<file path="src/rtl/cpld_jnr_sync.sv">
// cpld_jnr_sync: clocked host address decode, address register, paged-ROM /
// shadow-RAM register shadows and slow-I/O wait-state generator for Beeb,
// B+, Electron and Master hosts.
// Optional build macro MASTER_ACCCON_EN: in Master mode the ACCCON register
// at FE34 also drives the shadow enable, taken from its X bit (bit 2).
module cpld_jnr_sync #(
    parameter int ADR_LAT_W        = 12,
    parameter int ROMSEL_W         = 4,
    parameter int SLOW_WAIT_CYCLES = 4
) (
    input  logic                 hsclk,
    input  logic                 resetb,
    input  logic [15:0]          cpu_adr,
    input  logic [7:0]           cpu_data,
    input  logic                 cpu_rnw,
    input  logic                 cpu_vda,
    input  logic [1:0]           j,
    input  logic                 lat_en,
    output logic                 dec_shadow_reg,
    output logic                 dec_rom_reg,
    output logic                 dec_fe4x,
    output logic [ADR_LAT_W-1:0] bbc_adr,
    output logic [ROMSEL_W-1:0]  romsel_q,
    output logic                 shadow_en_q,
    output logic                 cpu_rdy,
    output logic                 slow_busy
);

    typedef enum logic [1:0] {
        MODE_BEEB   = 2'b00,
        MODE_BPLUS  = 2'b01,
        MODE_ELK    = 2'b10,
        MODE_MASTER = 2'b11
    } mode_e;

    typedef enum logic [1:0] {
        ST_IDLE    = 2'd0,
        ST_WAIT    = 2'd1,
        ST_RELEASE = 2'd2
    } state_e;

    // Counter reload: the stall lasts reload+1 cycles, ending when it reaches 0.
    localparam logic [3:0] WAIT_LOAD = 4'(SLOW_WAIT_CYCLES - 1);

    mode_e                mode;
    state_e               state_q, state_d;
    logic [3:0]           cnt_q, cnt_d;
    logic [ADR_LAT_W-1:0] bbc_adr_q, bbc_adr_d;
    logic [ROMSEL_W-1:0]  romsel_d;
    logic                 shadow_en_d;
    logic                 shadow_bit;
    logic                 wr_ok;
    logic                 slow_start;
    logic                 unused_data;

    assign mode        = mode_e'(j);
    assign bbc_adr     = bbc_adr_q;
    // Only the ROM-select low bits and the enable bit are consumed.
    assign unused_data = ^cpu_data;

    // Host register address decode; switches immediately with the jumpers.
    always_comb begin
        dec_rom_reg = (mode == MODE_ELK) ? (cpu_adr == 16'hFE05)
                                         : (cpu_adr == 16'hFE30);
`ifdef MASTER_ACCCON_EN
        dec_shadow_reg = (cpu_adr == 16'hFE34) &&
                         ((mode == MODE_BPLUS) || (mode == MODE_MASTER));
        shadow_bit     = (mode == MODE_MASTER) ? cpu_data[2] : cpu_data[7];
`else
        dec_shadow_reg = (cpu_adr == 16'hFE34) && (mode == MODE_BPLUS);
        shadow_bit     = cpu_data[7];
`endif
        dec_fe4x = (cpu_adr[15:4] == 12'hFE4) || (cpu_adr[15:9] == 7'b1111110);
    end

    assign wr_ok      = cpu_vda && !cpu_rnw && (state_q != ST_WAIT);
    assign slow_start = cpu_vda && dec_fe4x;

    // Next-state for the address register and the two register shadows.
    always_comb begin
        // NOTE: every always_comb output gets a default first, so no path
        // leaves it unassigned and no latch is inferred.
        bbc_adr_d   = bbc_adr_q;
        romsel_d    = romsel_q;
        shadow_en_d = shadow_en_q;
        if (lat_en) begin
            bbc_adr_d = cpu_adr[ADR_LAT_W-1:0];
        end
        if (wr_ok && dec_rom_reg) begin
            romsel_d = cpu_data[ROMSEL_W-1:0];
        end
        if (wr_ok && dec_shadow_reg) begin
            shadow_en_d = shadow_bit;
        end
    end

    // Wait FSM: next state, stall counter and CPU handshake outputs.
    always_comb begin
        state_d   = state_q;
        cnt_d     = cnt_q;
        cpu_rdy   = 1'b1;
        slow_busy = 1'b0;
        case (state_q)
            ST_IDLE: begin
                if (slow_start) begin
                    state_d = ST_WAIT;
                    cnt_d   = WAIT_LOAD;
                end
            end
            ST_WAIT: begin
                cpu_rdy   = 1'b0;
                slow_busy = 1'b1;
                if (cnt_q == 4'd0) begin
                    state_d = ST_RELEASE;
                end else begin
                    cnt_d = cnt_q - 4'd1;
                end
            end
            ST_RELEASE: begin
                slow_busy = 1'b1;
                if (slow_start) begin
                    state_d = ST_WAIT;
                    cnt_d   = WAIT_LOAD;
                end else begin
                    state_d = ST_IDLE;
                end
            end
            default: begin
                state_d = ST_IDLE;
            end
        endcase
    end

    // State register for all clocked storage, cleared asynchronously.
    always_ff @(posedge hsclk or negedge resetb) begin
        if (!resetb) begin
            // NOTE: sequential state uses non-blocking assignments so every
            // register samples the pre-edge values of the others.
            state_q     <= ST_IDLE;
            cnt_q       <= 4'd0;
            bbc_adr_q   <= '0;
            romsel_q    <= '0;
            shadow_en_q <= 1'b0;
        end else begin
            state_q     <= state_d;
            cnt_q       <= cnt_d;
            bbc_adr_q   <= bbc_adr_d;
            romsel_q    <= romsel_d;
            shadow_en_q <= shadow_en_d;
        end
    end

endmodule

</file>
<file path="config.mk">
export PLATFORM = sky130hd
export DESIGN_NAME = cpld_jnr_sync
export DESIGN_NICKNAME = d
export VERILOG_FILES = /design/src/rtl/cpld_jnr_sync.sv
export SDC_FILE = /design/constraint.sdc
export NUM_CORES = 1
export LEC_CHECK = 0
export CORE_ASPECT_RATIO = 0.7
export CORE_MARGIN = 2
export CORE_UTILIZATION = 38
export CTS_CLUSTER_DIAMETER = 150
export CTS_CLUSTER_SIZE = 20
export DETAILED_ROUTE_END_ITERATION = 16
export PLACE_DENSITY = 0.77
export SETUP_SLACK_MARGIN = 0.5
export SKIP_LAST_GASP = 1
export SYNTH_ARGS = -nofsm -noshare
export SYNTH_HDL_FRONTEND = slang
export SYNTH_SLANG_ARGS = --single-unit
export TNS_END_PERCENT = 50
</file>
<file path="constraint.sdc">
create_clock -name hsclk -period 1.75 [get_ports hsclk]
set_input_delay 0.35 -clock hsclk [delete_from_list [all_inputs] [get_ports hsclk]]
set_output_delay 0.35 -clock hsclk [all_outputs]
set_load 0.02 [all_outputs]
</file>
==> flow_summary_export.csv, run 1 <==
group,metric,value,unit
hold_path,hold_class,"primary input to flip-flop",
logic_synthesis,ys_types,36,
clocking,htree_depth,1,
sta,transition_time_at_the_pin_with_the_least_slew_margin,0.310,ns
sta,fin_crit,1.95,ns
grt,gr-usage-all-layers,0.210,
grt,maximum_number_of_pins_on_one_net_before_global_route_repair,24,
logic_synthesis,synthesis.instances,107,
clocking,cts_sink_count,23,
detailed_routing,drt_pre_antenna_iters,4,
die,x_dimension_of_the_die,73.2,µm
logic_synthesis,library_cell_with_the_largest_summed_area_after_synthesis,"sky130_fd_sc_hd__dfrtp_1",
flow_run,maxCapViolations,0,
sta,timing.final.setup_violations,6,
logic_synthesis,synth.top_cell.area_share,0.452,
critical_path,critical_path.most_common_cell,"sky130_fd_sc_hd__buf_6",
cells_and_area,layout.cells.most_common,"sky130_fd_sc_hd__buf_4",
detailed_routing,antenna_violating_nets_post_route,0,
die,floorplan.initialDensity,0.402,
critical_path,timing.setup.critical_path_class,"primary input to primary output",
detailed_routing,wl_per_cell,15.6,µm
logic_synthesis,synthesis.area,1270,µm²
cells_and_area,most_frequent_cells_in_the_layout,"sky130_fd_sc_hd__buf_4 (36), sky130_fd_sc_hd__clkdlybuf4s50_1 (26), sky130_fd_sc_hd__dfrtp_1 (22)",
critical_path,slowest_delay,0.55,ns
pwr,power_density,863,nW/µm²
outcome,failed_checks,"negative setup slack",
placement,gpl_congestion,0.852,
cells_and_area,antennaDiodeCount,0,
clocking,clock_path_buffers,2,
critical_path,number_of_buffers_and_inverters_on_the_critical_path,2,
sta,final_max_slew_viol_count,0,
pwr,power.static_leakage,0.00108,µW
pwr,switching_share,0.352,
logic_synthesis,postSynthRegisterBits,23,
logic_synthesis,synth.top_cells.by_area,"sky130_fd_sc_hd__dfrtp_1 (45%), sky130_fd_sc_hd__mux2_2 (13%), sky130_fd_sc_hd__ha_1 (7.9%)",
clocking,root_buffer,"sky130_fd_sc_hd__clkbuf_8",
clocking,cts-buffers-inserted,3,
critical_path,critical-path-slowest-cell,"sky130_fd_sc_hd__or4_4",
critical_path,path_delay_family,"simple AND/OR/NAND/NOR gates",
clocking,worst_skew_pair.late_latency,0.27,ns
logic_synthesis,syn_avg_cell_area,11.9,µm²
pwr,sequential_fraction_of_design_power,0.338,
sta,clock_skew,0.000589,ns
clocking,clkSlewWorstSetupHoldPaths,0.08,ns
detailed_routing,post_drt_via_cell_ratio,5.06,
sta,rsz0062_at_grt,"true",
detailed_routing,routed_wl,3750,µm
grt,first_pass_grt_wire_length,5950,µm
detailed_routing,drc,0,
pwr,peak_supply_drop,0.000587,V
die,num_rows,17,
grt,antenna_found_initial,0,
critical_path,arrival_time_worst_endpoint,1.60,ns
detailed_routing,dr_total_vias,1220,
die,die_area,3840,µm²
critical_path,timing.critical_path.fanout_max,3,
pwr,combPwrFrac,0.496,
critical_path,worst_setup_path_end_kind,"primary output",
logic_synthesis,synth_fp_nets,146,
sta,final_critical_path_setup_slack,-0.201,ns
grt,first_global_vias,1266,
die,design.core.area,3170,µm²
detailed_routing,detail_route.iter0.violations,70,
critical_path,cp.required,1.40,ns
pwr,p_clk_frac,0.166,
sta,fin_crit_sh,1.12,
cells_and_area,synthToLayoutAreaGrowth,86.0,%
pwr,int_power,1320,µW
placement,detailed_place_hpwl,2570,µm
cells_and_area,design.final.nets,243,
die,dieHeight,52.4,µm
logic_synthesis,ys.warnings.count,0,
clocking,cts_tree,"done",
logic_synthesis,synth_sequential_area_ratio,0.452,
pwr,finalPower,2040,µW
critical_path,timing.critical_path.from_type,"primary input",
sta,fmax,512,MHz
sta,hold_viol,0,
cells_and_area,fraction_of_layout_cells_with_a_size_suffix_above_1,0.571,
grt,globalRoute.totalOverflow,0,
pwr,net_switching,720,µW
critical_path,crit_chain,"buf_6, or4_4, nor4_4, o21a_2, buf_6",
die,boundaryPins,53,
placement,io_buffers,49,
outcome,outcome,"finished with violations",
sta,fin_tns_setup,-0.595,ns
sta,maxSlewHeadroom,0.793,
cells in the mapped netlist:
cell	count
sky130_fd_sc_hd__dfrtp_1	23
sky130_fd_sc_hd__mux2_2	15
sky130_fd_sc_hd__ha_1	8
sky130_fd_sc_hd__inv_1	7
sky130_fd_sc_hd__nand2_1	6
sky130_fd_sc_hd__mux2_4	4
sky130_fd_sc_hd__nor2_1	4
sky130_fd_sc_hd__nor3_1	4
sky130_fd_sc_hd__a21oi_1	3
sky130_fd_sc_hd__nand4_1	3
sky130_fd_sc_hd__and4_1	2
sky130_fd_sc_hd__nor3b_1	2
sky130_fd_sc_hd__o21ai_0	2
sky130_fd_sc_hd__o22a_1	2
sky130_fd_sc_hd__a21boi_0	1
sky130_fd_sc_hd__a22o_1	1
sky130_fd_sc_hd__and2_2	1
sky130_fd_sc_hd__and3_1	1
sky130_fd_sc_hd__and4b_1	1
sky130_fd_sc_hd__buf_1	1
sky130_fd_sc_hd__nand2b_1	1
sky130_fd_sc_hd__nand3_1	1
sky130_fd_sc_hd__nand3b_1	1
sky130_fd_sc_hd__nor2b_1	1
sky130_fd_sc_hd__nor4_1	1
sky130_fd_sc_hd__nor4_4	1
sky130_fd_sc_hd__nor4bb_1	1
sky130_fd_sc_hd__o211ai_1	1
sky130_fd_sc_hd__o211ai_4	1
sky130_fd_sc_hd__o21a_1	1
sky130_fd_sc_hd__o22ai_1	1
sky130_fd_sc_hd__o2bb2ai_1	1
sky130_fd_sc_hd__o31ai_1	1
sky130_fd_sc_hd__or2_2	1
sky130_fd_sc_hd__or3b_2	1
sky130_fd_sc_hd__or4_4	1
final timing paths:
| check | endpoint | from | cells past startpoint | slack (ns) |
|---|---|---|---|---|
| max | dec_rom_reg | cpu_adr[1] | 5 | -0.20 |
| min | bbc_adr[1] | cpu_adr[1] | 2 | 0.31 |
| max reg2reg | cnt_q[0] | state_q[0] | 5 | 0.09 |
| min reg2reg | bbc_adr[2] | bbc_adr[2] | 1 | 0.51 |
| max in group asynchronous | state_q[0] | resetb | 2 | 1.07 |
| min in group asynchronous | bbc_adr[7] | resetb | 2 | 0.43 |
cells by family after synthesis:
kind of cell	after synthesis	synth area share
adder cells (fa/ha/maj)	8	0.0786
AO/OA/AOI/OAI	15	0.0924
multiplexers	19	0.180
AND/OR/NAND/NOR	34	0.174
flip-flops	23	0.452
buffers and inverters	8	0.0236
worst reg2reg max path, delay by kind of cell (launching register included):
kind            cells  cell delay, ns
flops               1            0.46
simple gates        2            0.45
fa+ha+maj           1            0.18
mux                 1            0.32
compound gates      1            0.15
per-layer routing:
layer / vias to the layer above / routed length, µm / GRT usage
li1: 586 / - / -
met2: 43 / 1990 / 0.383
met3: 2 / 232 / 0.0692
met1: 589 / 1510 / 0.243
met5: - / 0 / 0
met4: 0 / 16 / 0.0401
power by group through the flow:
stage	Clock (µW)	Combinational, µW	Sequential [µW]
floorplan	0	372	720
global placement	0	726	684
detailed placement	0	754	690
CTS	347	966	687
global route	376	1080	700
finish	339	1010	691
sequential cells by signal, indices dropped and copies added (netlist names):
signal	cells
shadow_en_q	1
cnt_q	4
romsel_q	4
bbc_adr	12
state_q	2
timing repair:
action                                  in CTS  in global routing
gates cloned                                 0                  0
hold buffers                                 0                  0
pin swaps                                   18                  8
buffers inserted                            14                  6
endpoints found under the setup margin      33                 34
gates resized for setup                     85                 30
hold endpoints to repair                     0                  0
cell type report:
| type | count | area, µm² |
|---|---|---|
| fillers | 202 | 801 |
| flip-flops and latches | 23 | 577 |
| repair buffers | 93 | 821 |
| clock buffers | 4 | 45.0 |
| inverters | 7 | 33.8 |
| multi-input cells | 76 | 845 |
| well taps | 38 | 47.5 |
per-stage QoR:
| stage | setup WS, ns | instances | area, µm² | hold WS [ns] | util |
|---|---|---|---|---|---|
| global route | -0.220 | 241 | 2370 | 0.303 | 0.747 |
| global placement | -0.905 | 217 | 2050 | 0.489 | 0.645 |
| floorplan | 0.0139 | 107 | 1330 | 0.0544 | - |
| detailed placement | -0.982 | 217 | 2050 | 0.495 | 0.645 |
| CTS | -0.206 | 235 | 2320 | 0.302 | 0.731 |
| finish | -0.201 | 241 | 2370 | 0.310 | 0.747 |
Note: power is estimated with default switching activity, not from simulation.
==> run 2: changes to the inputs <==
--- a/config.mk
+++ b/config.mk
@@ -5,13 +5,16 @@
 export SDC_FILE = /design/constraint.sdc
 export NUM_CORES = 1
 export LEC_CHECK = 0
+export CELL_PAD_IN_SITES_DETAIL_PLACEMENT = 2
+export CELL_PAD_IN_SITES_GLOBAL_PLACEMENT = 2
 export CORE_ASPECT_RATIO = 0.7
 export CORE_MARGIN = 2
-export CORE_UTILIZATION = 38
+export CORE_UTILIZATION = 40
 export CTS_CLUSTER_DIAMETER = 150
 export CTS_CLUSTER_SIZE = 20
 export DETAILED_ROUTE_END_ITERATION = 16
-export PLACE_DENSITY = 0.77
+export DONT_BUFFER_PORTS = 1
+export PLACE_DENSITY = 0.83
 export SETUP_SLACK_MARGIN = 0.5
 export SKIP_LAST_GASP = 1
 export SYNTH_ARGS = -nofsm -noshare
==> constraint.sdc (replaced) <==
create_clock -name hsclk -period 2.4 [get_ports hsclk]
set_input_delay 0.48 -clock hsclk [delete_from_list [all_inputs] [get_ports hsclk]]
set_output_delay 0.48 -clock hsclk [all_outputs]
set_load 0.02 [all_outputs]
==> flow_summary_export.csv, run 2 (synthesized netlist as in run 1, its figures left out) <==
group,metric,value,unit
outcome,outcome,"finished clean",
cells_and_area,largest_register_ffs,12,
die,design.core.area,3080,µm²
detailed_routing,drt_pre_antenna_iters,4,
cells_and_area,design.final.nets,159,
grt,grt.met2_usage,0.372,
detailed_routing,antenna_violating_nets_post_route,0,
placement,io_buffers,0,
detailed_routing,routed_wl,3560,µm
pwr,int_power,721,µW
detailed_routing,drc,0,
cells_and_area,most_frequent_cells_in_the_layout,"sky130_fd_sc_hd__dfrtp_1 (22), sky130_fd_sc_hd__mux2_2 (15), sky130_fd_sc_hd__ha_1 (8), sky130_fd_sc_hd__buf_4 (8), sky130_fd_sc_hd__inv_1 (7)",
sta,hold_viol,0,
sta,final_max_slew_viol_count,0,
cells_and_area,multi_input_comb_area,694,µm²
grt,gr-usage-all-layers,0.200,
pwr,switching_share,0.361,
cells_and_area,antennaDiodeCount,0,
pwr,sequential_fraction_of_design_power,0.465,
pwr,net_switching,407,µW
placement,detailed_place_hpwl,2720,µm
grt,first_global_vias,1067,
grt,maximum_number_of_pins_on_one_net_before_global_route_repair,24,
grt,globalRoute.totalOverflow,0,
grt,first_pass_grt_wire_length,5380,µm
sta,maxSlewHeadroom,0.252,
critical_path,cp.required,1.92,ns
sta,rsz0062_at_grt,"true",
clocking,worst_skew_pair.late_latency,0.26,ns
cells_and_area,fraction_of_layout_cells_with_a_size_suffix_above_1,0.345,
critical_path,arrival_time_worst_endpoint,1.51,ns
pwr,peak_supply_drop,0.000332,V
clocking,cts_tree,"done",
sta,fin_crit,1.99,ns
cells_and_area,synthToLayoutAreaGrowth,14.7,%
detailed_routing,wl_per_cell,22.6,µm
sta,clock_skew,0.00476,ns
die,dieHeight,51.2,µm
die,floorplan.initialDensity,0.413,
die,x_dimension_of_the_die,71.4,µm
sta,fin_crit_sh,0.831,
pwr,power_density,772,nW/µm²
sta,timing.final.setup_violations,0,
critical_path,timing.critical_path.from_type,"primary input",
sta,transition_time_at_the_pin_with_the_least_slew_margin,1.12,ns
die,num_rows,17,
pwr,p_clk_frac,0.212,
critical_path,worst_setup_path_end_kind,"primary output",
cells_and_area,utilization,0.474,
clocking,root_buffer,"sky130_fd_sc_hd__clkbuf_8",
die,die_area,3660,µm²
grt,gr-usage-met1,0.204,
cells_and_area,finish.cell_count_without_fillers,157,
sta,fin_tns_setup,0,ns
critical_path,timing.setup.critical_path_class,"primary input to primary output",
sta,fmax,502,MHz
grt,antenna_found_initial,0,
placement,gpl_congestion,0.706,
clocking,cts-buffers-inserted,3,
grt,grt_busiest_layer,"met2",
clocking,clkSlewWorstSetupHoldPaths,0.08,ns
grt,grt_util_met3,0.0947,
cells_and_area,num-fill-cells,303,
detailed_routing,dr_total_vias,919,
cells_and_area,final-seq-area,577,µm²
detailed_routing,detail_route.iter0.violations,17,
sta,hold-worst-slack,0.357,ns
critical_path,timing.critical_path.fanout_max,3,
placement,placed_cells_incl_taps,147,
die,boundaryPins,53,
pwr,combPwrFrac,0.323,
flow_run,maxCapViolations,0,
pwr,power.static_leakage,0.000649,µW
hold_path,hold_class,"primary input to flip-flop",
cells_and_area,layout.cells.most_common,"sky130_fd_sc_hd__dfrtp_1",
clocking,cts_sink_count,23,
clocking,htree_depth,1,
clocking,clock_path_buffers,2,
detailed_routing,post_drt_via_cell_ratio,5.85,
==> run 2: cell types whose count changed in the layout (fill, tap and decap cells not counted), sizes merged <==
cell,delta
buf,-44
clkdlybuf4s50,-26
clkbuf,-10
clkdlybuf4s15,-2
dlygate4sd2,-2
dlymetal6s2s,-2
clkinv,+1
dlygate4sd3,+1
==> run 2: what timing repair did <==
item / 4_1_cts / 5_1_grt
endpoints found under the hold margin: 23 / 0
pin swaps: 1 / 1
hold buffers: 1 / 0
setup endpoints to repair: 4 / 9
resized for setup: 0 / 6
setup buffers: 1 / 4
==> run 2: per-stage QoR <==
step           power (µW)  instance area, µm²  setup slack, ns
2_1_floorplan         742                1280            0.404
3_3_place_gp          806                1340            0.318
3_5_place_dp          840                1340            0.220
4_1_cts              1100                1410            0.257
5_1_grt              1200                1460            0.374
6_report             1130                1460            0.407
==> run 2: path summary, 6_finish.rpt <==
path | start | to | slack (ns) | cells after the start
min | cpu_adr[11] | bbc_adr[11] | 0.36 | 1
max reg2reg | cnt_q[1] | state_q[1] | 0.55 | 6
min reg2reg | cnt_q[0] | cnt_q[0] | 0.58 | 1
min in group asynchronous | resetb | bbc_adr[4] | 0.88 | 1
max in group asynchronous | resetb | state_q[0] | 0.78 | 1
max | cpu_adr[7] | dec_shadow_reg | 0.41 | 4
==> run 2: power groups by stage <==
stage / clock network [µW] / logic [µW] / registers [µW]
2_1_floorplan: 0 / 228 / 514
3_3_place_gp: 0 / 279 / 527
3_5_place_dp: 0 / 306 / 534
4_1_cts: 249 / 322 / 528
5_1_grt: 266 / 398 / 531
6_report: 239 / 364 / 525
==> run 2: cell type report <==
cell class | count | share of cell area
multi-input cells | 76 | 0.475
flip-flops and latches | 23 | 0.395
clock buffers | 3 | 0.0283
well taps | 38 | 0.0325
repair buffers | 9 | 0.0479
inverters | 7 | 0.0180
clock inverters | 1 | 0.00342
==> run 2: per-layer routing <==
metal	up-vias	wire length (µm)
met2	38	1900
met1	463	1300
met3	6	299
met4	0	59
met5	-	0
li1	412	-
==> run 2: worst max-delay path, cell delays in order <==
cell	delay [ns]
sky130_fd_sc_hd__or4_4	0.54
sky130_fd_sc_hd__nor4_4	0.14
sky130_fd_sc_hd__buf_4	0.18
sky130_fd_sc_hd__and2_4	0.17
